`config.mk`:
```
export PLATFORM = sky130hd
export DESIGN_NAME = tpu_host_sequencer_flat
export DESIGN_NICKNAME = d
export VERILOG_FILES = /design/src/rtl/tpu_host_sequencer_if.sv /design/src/rtl/tpu_host_sequencer.sv /design/src/flat_wrapper.sv
export SDC_FILE = /design/constraint.sdc
export NUM_CORES = 1
export LEC_CHECK = 0
export CAP_MARGIN = 30
export CORE_ASPECT_RATIO = 1.25
export CORE_MARGIN = 2
export CORE_UTILIZATION = 30
export DETAILED_ROUTE_END_ITERATION = 12
export DONT_BUFFER_PORTS = 1
export GPL_TIMING_DRIVEN = 0
export PLACE_DENSITY = 0.47
export SLEW_MARGIN = 20
export SYNTH_ARGS = -nofsm -noshare
export SYNTH_HDL_FRONTEND = slang
export SYNTH_SLANG_ARGS = --single-unit
```
`constraint.sdc`:
```
create_clock -name clk -period 4.7 [get_ports clk]
set_clock_uncertainty 0.2 [all_clocks]
set_input_delay 1.175 -clock clk [delete_from_list [all_inputs] [get_ports clk]]
set_output_delay 1.175 -clock clk [all_outputs]
set_load 0.1 [all_outputs]
```
`src/rtl/tpu_host_sequencer_if.sv`:
```
// Bundle of the command, SRAM and accelerator signals of the host sequencer.
// The master modport is the sequencer's view. The slave modport is the view of
// the surrounding command block, SRAM and accelerator.
interface tpu_host_sequencer_if #(
  parameter int DATA_WIDTH = 16,
  parameter int ADDR_WIDTH = 20,
  parameter int MODE_WIDTH = 4,
  parameter int PLEN_WIDTH = 8
);
  // command side
  logic                  cmd_valid;
  logic                  cmd_ready;
  logic [MODE_WIDTH-1:0] cmd_mode;
  logic [ADDR_WIDTH-1:0] cmd_param_base;
  logic [PLEN_WIDTH-1:0] cmd_param_len;
  logic [ADDR_WIDTH-1:0] cmd_data_base;
  logic [ADDR_WIDTH-1:0] cmd_data_len;
  // SRAM read port
  logic                  mem_en;
  logic [ADDR_WIDTH-1:0] mem_addr;
  logic [DATA_WIDTH-1:0] mem_rdata;
  // accelerator side
  logic                  acc_start;
  logic [MODE_WIDTH-1:0] acc_mode;
  logic                  acc_param_valid;
  logic [DATA_WIDTH-1:0] acc_param_data;
  logic                  acc_param_ready;
  logic                  acc_stream_valid;
  logic [DATA_WIDTH-1:0] acc_stream_data;
  logic                  acc_stream_ready;
  logic                  acc_done;
  // status
  logic                  busy;
  logic                  done;

  modport master (
    input  cmd_valid, cmd_mode, cmd_param_base, cmd_param_len, cmd_data_base, cmd_data_len,
    input  mem_rdata, acc_param_ready, acc_stream_ready, acc_done,
    output cmd_ready, mem_en, mem_addr, acc_start, acc_mode,
    output acc_param_valid, acc_param_data, acc_stream_valid, acc_stream_data, busy, done
  );

  modport slave (
    output cmd_valid, cmd_mode, cmd_param_base, cmd_param_len, cmd_data_base, cmd_data_len,
    output mem_rdata, acc_param_ready, acc_stream_ready, acc_done,
    input  cmd_ready, mem_en, mem_addr, acc_start, acc_mode,
    input  acc_param_valid, acc_param_data, acc_stream_valid, acc_stream_data, busy, done
  );
endinterface

```
`src/rtl/tpu_host_sequencer.sv`:
```
// Host-side sequencer: accepts one command, streams the parameter block and then
// the data block from a 1-cycle-latency SRAM into the accelerator through a
// 2-entry FIFO, waits for the accelerator's done and pulses completion.
module tpu_host_sequencer #(
  parameter int DATA_WIDTH = 16,
  parameter int ADDR_WIDTH = 20,
  parameter int MODE_WIDTH = 4,
  parameter int PLEN_WIDTH = 8
) (
  input logic                  clk,
  input logic                  rst_n,
  tpu_host_sequencer_if.master bus
);

  typedef enum logic [4:0] {
    S_IDLE   = 5'b00001,
    S_PARAM  = 5'b00010,
    S_STREAM = 5'b00100,
    S_WAIT   = 5'b01000,
    S_FIN    = 5'b10000
  } state_t;

  state_t                state_r;
  state_t                state_next_s;

  // latched command
  logic [MODE_WIDTH-1:0] mode_r;
  logic [ADDR_WIDTH-1:0] param_base_r;
  logic [PLEN_WIDTH-1:0] param_len_r;
  logic [ADDR_WIDTH-1:0] data_base_r;
  logic [ADDR_WIDTH-1:0] data_len_r;
  logic                  acc_start_r;

  // fetch engine
  logic [ADDR_WIDTH-1:0] issued_cnt_r;
  logic [ADDR_WIDTH-1:0] accepted_cnt_r;
  logic                  inflight_r;
  logic [DATA_WIDTH-1:0] fifo_mem_r [2];
  logic                  wr_ptr_r;
  logic                  rd_ptr_r;
  logic [1:0]            fifo_cnt_r;

  logic                  in_fetch_s;
  logic [ADDR_WIDTH-1:0] cur_len_s;
  logic [ADDR_WIDTH-1:0] cur_base_s;
  logic                  param_valid_s;
  logic                  stream_valid_s;
  logic                  pop_s;
  logic [2:0]            occupancy_s;
  logic                  issue_s;
  logic                  phase_done_s;
  logic                  fetch_clear_s;
  logic [DATA_WIDTH-1:0] head_s;

  // Fetch-phase decode: current block, handshake and read-issue decision.
  always_comb begin
    in_fetch_s     = (state_r == S_PARAM) || (state_r == S_STREAM);
    if (state_r == S_PARAM) begin
      cur_len_s  = {{(ADDR_WIDTH-PLEN_WIDTH){1'b0}}, param_len_r};
      cur_base_s = param_base_r;
    end else begin
      cur_len_s  = data_len_r;
      cur_base_s = data_base_r;
    end
    head_s         = fifo_mem_r[rd_ptr_r];
    param_valid_s  = (state_r == S_PARAM)  && (fifo_cnt_r != 2'd0);
    stream_valid_s = (state_r == S_STREAM) && (fifo_cnt_r != 2'd0);
    pop_s          = (param_valid_s && bus.acc_param_ready) ||
                     (stream_valid_s && bus.acc_stream_ready);
    // words held or on their way; a pop this cycle frees one slot
    occupancy_s    = {1'b0, fifo_cnt_r} + {2'b00, inflight_r};
    issue_s        = in_fetch_s && (issued_cnt_r < cur_len_s) &&
                     (occupancy_s < (3'd2 + {2'b00, pop_s}));
    phase_done_s   = in_fetch_s && (accepted_cnt_r == cur_len_s);
    fetch_clear_s  = (state_r == S_IDLE) || phase_done_s;
  end

  // Next-state selection for the one-hot sequencer FSM.
  always_comb begin
    state_next_s = state_r;
    case (state_r)
      S_IDLE: begin
        if (!bus.cmd_valid) begin
          state_next_s = S_IDLE;
        end else if (bus.cmd_param_len != {PLEN_WIDTH{1'b0}}) begin
          state_next_s = S_PARAM;
        end else if (bus.cmd_data_len != {ADDR_WIDTH{1'b0}}) begin
          state_next_s = S_STREAM;
        end else begin
          state_next_s = S_WAIT;
        end
      end
      S_PARAM: begin
        if (!phase_done_s) begin
          state_next_s = S_PARAM;
        end else if (data_len_r != {ADDR_WIDTH{1'b0}}) begin
          state_next_s = S_STREAM;
        end else begin
          state_next_s = S_WAIT;
        end
      end
      S_STREAM: begin
        if (phase_done_s) begin
          state_next_s = S_WAIT;
        end else begin
          state_next_s = S_STREAM;
        end
      end
      S_WAIT: begin
        if (bus.acc_done) begin
          state_next_s = S_FIN;
        end else begin
          state_next_s = S_WAIT;
        end
      end
      S_FIN:   state_next_s = S_IDLE;
      default: state_next_s = S_IDLE;
    endcase
  end

  // State register.
  always_ff @(posedge clk or negedge rst_n) begin
    if (!rst_n) begin
      state_r <= S_IDLE;
    end else begin
      state_r <= state_next_s;
    end
  end

  // Capture the command on acceptance and generate the one-cycle start pulse.
  always_ff @(posedge clk or negedge rst_n) begin
    if (!rst_n) begin
      mode_r       <= {MODE_WIDTH{1'b0}};
      param_base_r <= {ADDR_WIDTH{1'b0}};
      param_len_r  <= {PLEN_WIDTH{1'b0}};
      data_base_r  <= {ADDR_WIDTH{1'b0}};
      data_len_r   <= {ADDR_WIDTH{1'b0}};
      acc_start_r  <= 1'b0;
    end else begin
      acc_start_r <= (state_r == S_IDLE) && bus.cmd_valid;
      if ((state_r == S_IDLE) && bus.cmd_valid) begin
        mode_r       <= bus.cmd_mode;
        param_base_r <= bus.cmd_param_base;
        param_len_r  <= bus.cmd_param_len;
        data_base_r  <= bus.cmd_data_base;
        data_len_r   <= bus.cmd_data_len;
      end
    end
  end

  // Read counters, in-flight flag and 2-entry FIFO; cleared between phases.
  always_ff @(posedge clk or negedge rst_n) begin
    if (!rst_n) begin
      issued_cnt_r   <= {ADDR_WIDTH{1'b0}};
      accepted_cnt_r <= {ADDR_WIDTH{1'b0}};
      inflight_r     <= 1'b0;
      fifo_mem_r[0]  <= {DATA_WIDTH{1'b0}};
      fifo_mem_r[1]  <= {DATA_WIDTH{1'b0}};
      wr_ptr_r       <= 1'b0;
      rd_ptr_r       <= 1'b0;
      fifo_cnt_r     <= 2'd0;
    end else if (fetch_clear_s) begin
      issued_cnt_r   <= {ADDR_WIDTH{1'b0}};
      accepted_cnt_r <= {ADDR_WIDTH{1'b0}};
      inflight_r     <= 1'b0;
      wr_ptr_r       <= 1'b0;
      rd_ptr_r       <= 1'b0;
      fifo_cnt_r     <= 2'd0;
    end else begin
      if (issue_s) begin
        issued_cnt_r <= issued_cnt_r + ADDR_WIDTH'(1);
      end
      if (pop_s) begin
        accepted_cnt_r <= accepted_cnt_r + ADDR_WIDTH'(1);
        rd_ptr_r       <= ~rd_ptr_r;
      end
      // SRAM data lands one cycle after the read was issued
      inflight_r <= issue_s;
      if (inflight_r) begin
        fifo_mem_r[wr_ptr_r] <= bus.mem_rdata;
        wr_ptr_r             <= ~wr_ptr_r;
      end
      fifo_cnt_r <= fifo_cnt_r + {1'b0, inflight_r} - {1'b0, pop_s};
    end
  end

  // Output drive: status decoded from the state register.
  assign bus.cmd_ready        = (state_r == S_IDLE);
  assign bus.busy             = (state_r != S_IDLE);
  assign bus.done             = (state_r == S_FIN);
  assign bus.acc_start        = acc_start_r;
  assign bus.acc_mode         = mode_r;
  assign bus.mem_en           = issue_s;
  assign bus.mem_addr         = cur_base_s + issued_cnt_r;
  assign bus.acc_param_valid  = param_valid_s;
  assign bus.acc_stream_valid = stream_valid_s;
  assign bus.acc_param_data   = (state_r == S_PARAM)  ? head_s : {DATA_WIDTH{1'b0}};
  assign bus.acc_stream_data  = (state_r == S_STREAM) ? head_s : {DATA_WIDTH{1'b0}};

endmodule

```
`src/flat_wrapper.sv`:
```
// flat-port wrapper written by rule: the top's interface ports become plain ports
module tpu_host_sequencer_flat 
#(
  parameter int DATA_WIDTH = 16,
  parameter int ADDR_WIDTH = 20,
  parameter int MODE_WIDTH = 4,
  parameter int PLEN_WIDTH = 8
)
  (clk, rst_n, bus_cmd_valid, bus_cmd_mode, bus_cmd_param_base, bus_cmd_param_len, bus_cmd_data_base, bus_cmd_data_len, bus_mem_rdata, bus_acc_param_ready, bus_acc_stream_ready, bus_acc_done, bus_cmd_ready, bus_mem_en, bus_mem_addr, bus_acc_start, bus_acc_mode, bus_acc_param_valid, bus_acc_param_data, bus_acc_stream_valid, bus_acc_stream_data, bus_busy, bus_done);
  tpu_host_sequencer_if #(.DATA_WIDTH(DATA_WIDTH), .ADDR_WIDTH(ADDR_WIDTH), .MODE_WIDTH(MODE_WIDTH), .PLEN_WIDTH(PLEN_WIDTH)) bus_i ();
  input logic clk;
  input logic rst_n;
  input wire logic [$bits(bus_i.cmd_valid)-1:0] bus_cmd_valid;
  input wire logic [$bits(bus_i.cmd_mode)-1:0] bus_cmd_mode;
  input wire logic [$bits(bus_i.cmd_param_base)-1:0] bus_cmd_param_base;
  input wire logic [$bits(bus_i.cmd_param_len)-1:0] bus_cmd_param_len;
  input wire logic [$bits(bus_i.cmd_data_base)-1:0] bus_cmd_data_base;
  input wire logic [$bits(bus_i.cmd_data_len)-1:0] bus_cmd_data_len;
  input wire logic [$bits(bus_i.mem_rdata)-1:0] bus_mem_rdata;
  input wire logic [$bits(bus_i.acc_param_ready)-1:0] bus_acc_param_ready;
  input wire logic [$bits(bus_i.acc_stream_ready)-1:0] bus_acc_stream_ready;
  input wire logic [$bits(bus_i.acc_done)-1:0] bus_acc_done;
  output wire logic [$bits(bus_i.cmd_ready)-1:0] bus_cmd_ready;
  output wire logic [$bits(bus_i.mem_en)-1:0] bus_mem_en;
  output wire logic [$bits(bus_i.mem_addr)-1:0] bus_mem_addr;
  output wire logic [$bits(bus_i.acc_start)-1:0] bus_acc_start;
  output wire logic [$bits(bus_i.acc_mode)-1:0] bus_acc_mode;
  output wire logic [$bits(bus_i.acc_param_valid)-1:0] bus_acc_param_valid;
  output wire logic [$bits(bus_i.acc_param_data)-1:0] bus_acc_param_data;
  output wire logic [$bits(bus_i.acc_stream_valid)-1:0] bus_acc_stream_valid;
  output wire logic [$bits(bus_i.acc_stream_data)-1:0] bus_acc_stream_data;
  output wire logic [$bits(bus_i.busy)-1:0] bus_busy;
  output wire logic [$bits(bus_i.done)-1:0] bus_done;
  assign bus_i.cmd_valid = bus_cmd_valid;
  assign bus_i.cmd_mode = bus_cmd_mode;
  assign bus_i.cmd_param_base = bus_cmd_param_base;
  assign bus_i.cmd_param_len = bus_cmd_param_len;
  assign bus_i.cmd_data_base = bus_cmd_data_base;
  assign bus_i.cmd_data_len = bus_cmd_data_len;
  assign bus_i.mem_rdata = bus_mem_rdata;
  assign bus_i.acc_param_ready = bus_acc_param_ready;
  assign bus_i.acc_stream_ready = bus_acc_stream_ready;
  assign bus_i.acc_done = bus_acc_done;
  assign bus_cmd_ready = bus_i.cmd_ready;
  assign bus_mem_en = bus_i.mem_en;
  assign bus_mem_addr = bus_i.mem_addr;
  assign bus_acc_start = bus_i.acc_start;
  assign bus_acc_mode = bus_i.acc_mode;
  assign bus_acc_param_valid = bus_i.acc_param_valid;
  assign bus_acc_param_data = bus_i.acc_param_data;
  assign bus_acc_stream_valid = bus_i.acc_stream_valid;
  assign bus_acc_stream_data = bus_i.acc_stream_data;
  assign bus_busy = bus_i.busy;
  assign bus_done = bus_i.done;
  tpu_host_sequencer #(.DATA_WIDTH(DATA_WIDTH), .ADDR_WIDTH(ADDR_WIDTH), .MODE_WIDTH(MODE_WIDTH), .PLEN_WIDTH(PLEN_WIDTH)) u_core (.clk(clk), .rst_n(rst_n), .bus(bus_i));
endmodule
```
-- Word level (Yosys, flattened, before mapping)
Cells that the tools add are included.
- add/subtract/negate cells: 7
- order comparisons: 5
- eq/ne operators: 7
- mux-type cells: 28
- bitwise gates (word level): 5
- reductions and logical operators: 20
- operators by type and width (cell ; number):
    $mux 20 ; 6
    $mux 16 ; 6
    $add 20x1->20 const B ; 2
    $reduce_bool 20->1 ; 2
    $bwmux 32 ; 1
    $add 20x20->20 ; 1
    $eq 20x20->1 ; 1
    $lt 20x20->1 ; 1
    $mux 5 ; 4
    $pmux 5 s4 ; 1
    $demux 16 s1 ; 1
    $mux 4 ; 3
    $logic_and 1x1->1 ; 9
    $reduce_bool 2->1 ; 4
    $reduce_bool 8->1 ; 1
    $eq 5x1->1 const B ; 1
    $eq 5x2->1 const B ; 1
    $eq 5x3->1 const B ; 1
    $eq 5x4->1 const B ; 1
    $eq 5x5->1 const B ; 1
    $mux 1 ; 5
    $ne 5x1->1 const B ; 1
    $ge 2x2->1 const B ; 2
    $not 1->2 ; 2
    10 further kinds ; 14
- register bits after elaboration: 155
- bits of input ports: 94
- output and inout port bits: 63
- word-level logic and storage cells: 87

-- Depth between registers and ports, before layout
- word-level depth: 9
- depth in mapped cells: 17
- gate-level depth less buffers: 13

-- Worst setup path before layout
Ideal clock, no wire load.
- path type: reg2out
- start point: register u_core.state_r[0]
- end point: output bus_mem_en
- data arrival time: 7.703 ns
- required time: 3.325 ns
- setup slack: -4.378 ns
- stages on the path, launching flop included: 16
- path buffers: 5
- path through: dfstp_2 > nor2b_1 > buf_2 > nand2_1 > buf_2 > buf_1 > clkbuf_1 > nand2_1 > ha_1 > nand4_1 > nor3_1 > o211a_1 > o41ai_1 > o21ai_0 > clkbuf_1 > a2111oi_0
- word-level cells in the longest chain between the ends: 7
- RTL lines (what ; line ; RTL):
    start: declaration ; tpu_host_sequencer.sv:23 ; state_t state_r;
    start signal: assignment ; tpu_host_sequencer.sv:126 ; state_r <= state_next_s;
    parallel branches: the longest is 6 deep, another holds $lt 20x20->1 ; -- ;
    $logic_and 1x1->1 * ; tpu_host_sequencer.sv:72 ; issue_s = in_fetch_s && (issued_cnt_r < cur_len_s) &&
    end: declaration ; flat_wrapper.sv:24 ; output wire logic [$bits(bus_i.mem_en)-1:0] bus_mem_en;
Every way passes the cells marked *.

-- Worst setup path after layout
- start point: register u_core.state_r[2]
- end point: output bus_mem_addr[9]
- word-level cells in the longest chain between the ends: 3
- RTL lines (what ; line ; RTL):
    $eq 5x2->1 ; tpu_host_sequencer.sv:58 ; if (state_r == S_PARAM) begin
    $mux 20 ; tpu_host_sequencer.sv:58 ;
    $add 20x20->20 ; tpu_host_sequencer.sv:194 ; assign bus.mem_addr = cur_base_s + issued_cnt_r;
    end: declaration ; flat_wrapper.sv:25 ; output wire logic [$bits(bus_i.mem_addr)-1:0] bus_mem_addr;
No other way between the ends.

==> impl_results.md <==
* Max-cap viol count at 0
* Total Routing Usage GR at 18.9%
* Placed Cells at 1,473
* Vias post-DR at 7,884
* FP Rows at 71
* Synth Cell Area at 9230 sq um
* Total congestion overflow at 0
* Main combinational cell family by area after synthesis: simple AND/OR/NAND/NOR gates
* Largest net degree at the start of global routing at 156
* Adder-Cell Fraction of Synth Area at 6.18%
* Post-Synth Simple-Gate Area at 25.2%
* Status: complete, but fails checks
* Die area at 32,200 sq um
* Slew Limit Headroom at 31.9%
* Leakage Power at 5.55 nW
* Routed WL per cell at 19.4 um
* Worst reg-to-reg setup slack at 0.41 ns
* Prevailing post-synth register cell: dfrtp_1
* Final total power at 0.00808 W
* Core Area at 30,200 sq um
* Hold_ws at 0.250 ns
* Clock latency on the worst-skew pair at 0.44 ns
* Vias in the first global route at 8,176
* CP Capture Type: output port
* Initial cell density of the core at 30.6%
* R2R depth at 10
* Area added between synthesis and finish at 35.7%
* Slew Limit Fails at 0
* First-pass GRT wire length at 46,900 um
* DPL Wire Length at 21,700 um
* Die height at 200 um
* Root buffer cell: clkbuf_16
* Hold Violations, Final at 0
* Mapped Nets at 1,174
* Post-synth cell types at 68
* Gpl congestion at 0.883
* Worst EP required at 3.32 ns
* Mux cell area share after synthesis at 8.62%
* # setup viols final at 15
* Placed inst area at 10,800 sq um
* Final worst slack at -0.526 ns
* Fmax at 191 MHz
* Share of post-route cells with drive strength above 1 at 28.7%
* Failing checks: negative setup slack
* Reg-to-Reg End: u_core.data_len_r[6]
* Sink Count at 155
* Peak VDD IR at 329 uV
* Synth Register Bits at 155
* # diodes at 0
* Worst R2R Start: u_core.state_r[2]
* Number of vias per cell at 5.09
* # nets final at 1,274
* CTS clk-pin slew, worst paths at 0.07 ns
* Total area of multi-input combinational cells at 6080 sq um
* CTS Buffer Depth at 2
* Hold Crit Class: in2async
* CTS Buf Count at 17
* Yosys warning total at 0
* Post-route cell area at 12,500 sq um
* CTS tree: yes
* Seq/Total Area, Yosys at 42.0%
* Final Util at 41.5%
* DRC Markers at 0
* Fill cell count at 3,008
* Crit path DAT at 3.85 ns
* Critical path peak fanout at 6
* Worst-Margin Slew at 1.02 ns
* RSZ-0062 raised after global routing: true
* WL final at 30,000 um
* Period utilization at 111%
* Critical path class: reg2out
* Post-synthesis compound-gate area fraction at 9.64%
* Detailed Route Iter0 Violations at 502
* Critical Path Start Type: flop
* Storage cell area at 3880 sq um
* Final min period at 5.23 ns
* Die W at 161 um
* H-tree depth at 4
* Number of buffers added on ports at 0
* Pre-antenna DRT Iters at 5
* Final ANT Viol Nets at 0
* Post-synth ARST share at 100%
* Avg Cell Area, Syn at 8.92 sq um
* PwrDens at 645 nW/um^2
* Post-Synthesis Cells at 1,035
* Finished Layout Cells at 1,549
* Initial antenna violation count at 0
* EDFF count, synth at 0
* I/O Pins at 157
* Xor-xnor portion of the synthesized cell area at 4.65%
==> routing by layer <==
layer	part of all wire [%]	up-vias	track usage (%)
li1	-	3809	-
met1	43	3856	23.0
met2	51	183	33.6
met3	3.7	36	3.55
met4	2.4	0	6.85
met5	0	-	0
==> metrics by stage <==
step / setup TNS [ns] / setup slack, ns
finish: -5.51 / -0.526
global route: -7.27 / -0.621
CTS: -7.31 / -0.654
detailed placement: -44.03 / -1.33
global placement: -47.67 / -1.41
floorplan: -1.72 / -0.481
==> power breakdown <==
group / internal, W / switching (W)
clock: 0.000874 / 0.000649
combinational: 0.00148 / 0.00278
sequential: 0.00178 / 0.000516
total: 0.00413 / 0.00394
==> sequential cells by signal, summed over array words and instances (netlist names) <==
name and count:
u_core.accepted_cnt_r 20, u_core.param_len_r 8, u_core.issued_cnt_r 20, u_core.rd_ptr_r 1
u_core.fifo_cnt_r 2, u_core.data_base_r 20, u_core.inflight_r 1, u_core.bus.acc_start 1
u_core.state_r 5, u_core.data_len_r 20, u_core.param_base_r 20, u_core.fifo_mem_r 32
u_core.wr_ptr_r 1, u_core.bus.acc_mode 4
==> cell usage after synthesis (2+ instances only) <==
master       n  area [sq um]
buf_2        9          45.0
a31oi_1      2          12.5
nand2_1    234           878
nor4_1      15          93.8
nand2b_1    12          75.1
buf_6        3          33.8
nand3_1     37           185
a31o_2       2          17.5
o21ai_0     42           210
xnor2_1     28           245
o211ai_1     2          15.0
or2_2        2          12.5
nand4_1     16           100
o2111ai_1    2          17.5
inv_1       28           105
a22oi_1      2          15.0
clkbuf_1    27           101
and4_1       5          43.8
and3_1      15          93.8
nor2b_1     12          75.1
or4b_1       2          20.0
a21o_1      10          75.1
xor2_1      21           184
or4_1       14           105
nor2_1      79           297
and2_1       5          31.3
buf_1       10          37.5
ha_1        44           551
mux2_2      51           574
mux2i_1     21           210
or3_1       27           169
a21oi_1     42           210
nor3_1      11          55.1
a211o_1      2          17.5
a21boi_0     2          15.0
o221ai_1     3          26.3
o31ai_1      6          45.0
o21a_1       2          15.0
o21bai_1     3          22.5
dfrtp_1    154          3850
a2111oi_0    4          35.0
==> placed cells by master (no fill, tap or decap), drive strengths merged, types with 3 or more instances in the layout <==
cell type  Yosys  layout
and4           5       5
buf           23     105
xnor2         28      28
nand3         37      37
bufinv         0       3
and2           5       5
nor2b         12      12
clkbuf        28      45
nor2          79      79
nor4          16      16
inv           28      36
or4           15      15
nor3          13      13
nand2b        12      12
nand2        234     234
mux2i         21      21
a2111oi        4       4
a21boi         3       3
o221ai         4       4
dfrtp        154     154
o31ai          6       6
o21bai         3       3
xor2          21      21
nand4         16      16
ha            44      44
a21oi         43      43
o21ai         42      42
mux2          52      52
or3           27      27
a21o          10      10
and3          15      15
==> logic make-up (layout without fill, tap and decap cells) <==
| logic type | after synthesis | in the layout |
|---|---|---|
| adders and majority gates | 45 | 45 |
| buffers and inverters | 79 | 192 |
| muxes | 73 | 73 |
| DFF | 155 | 155 |
| xor gates and xnor gates | 49 | 49 |
| and+or+nand+nor | 494 | 494 |
| AOI/OAI and AO/OA | 140 | 140 |
==> worst max-delay path by stage <==
stage,from,endpoint,slack (ns)
after floorplan,u_core.state_r[2],bus_mem_en,-0.48
final,u_core.state_r[2],bus_mem_addr[9],-0.53
after CTS,u_core.state_r[2],bus_mem_addr[19],-0.65
after global routing,u_core.state_r[2],bus_mem_addr[9],-0.62
after detailed placement,u_core.state_r[0],bus_mem_en,-1.33
after global placement,u_core.state_r[0],bus_mem_en,-1.41
==> final cells by class <==
cell class                 count  area share (%)
inverter                      28           0.869
clock buffer                  18            3.51
tap                          401            4.01
clock inverter                14            1.55
multi-input combinational    801            48.6
sequential                   155            31.0
timing repair buffer          86            8.42
buffer                        46            2.09
==> critical path, cell delays in order (launching register included) <==
cell,delay [ns]
dfrtp_1,0.43
nor3_4,0.31
nand2_4,0.09
buf_12,0.15
buf_12,0.13
buf_8,0.13
mux2_4,0.31
ha_4,0.32
o21ai_4,0.08
o21ai_4,0.20
buf_4,0.15
a31oi_4,0.10
o21bai_1,0.24
a21oi_2,0.13
xnor2_4,0.63
==> what timing repair did <==
action,4_1_cts,5_1_grt
gates resized for setup,80,69
buffers inserted,32,17
pin swaps,43,46
setup endpoints to repair,105,18
hold buffers,0,0
hold endpoints to repair,0,0
gates cloned,0,1
(Power assumes the default switching activity.)
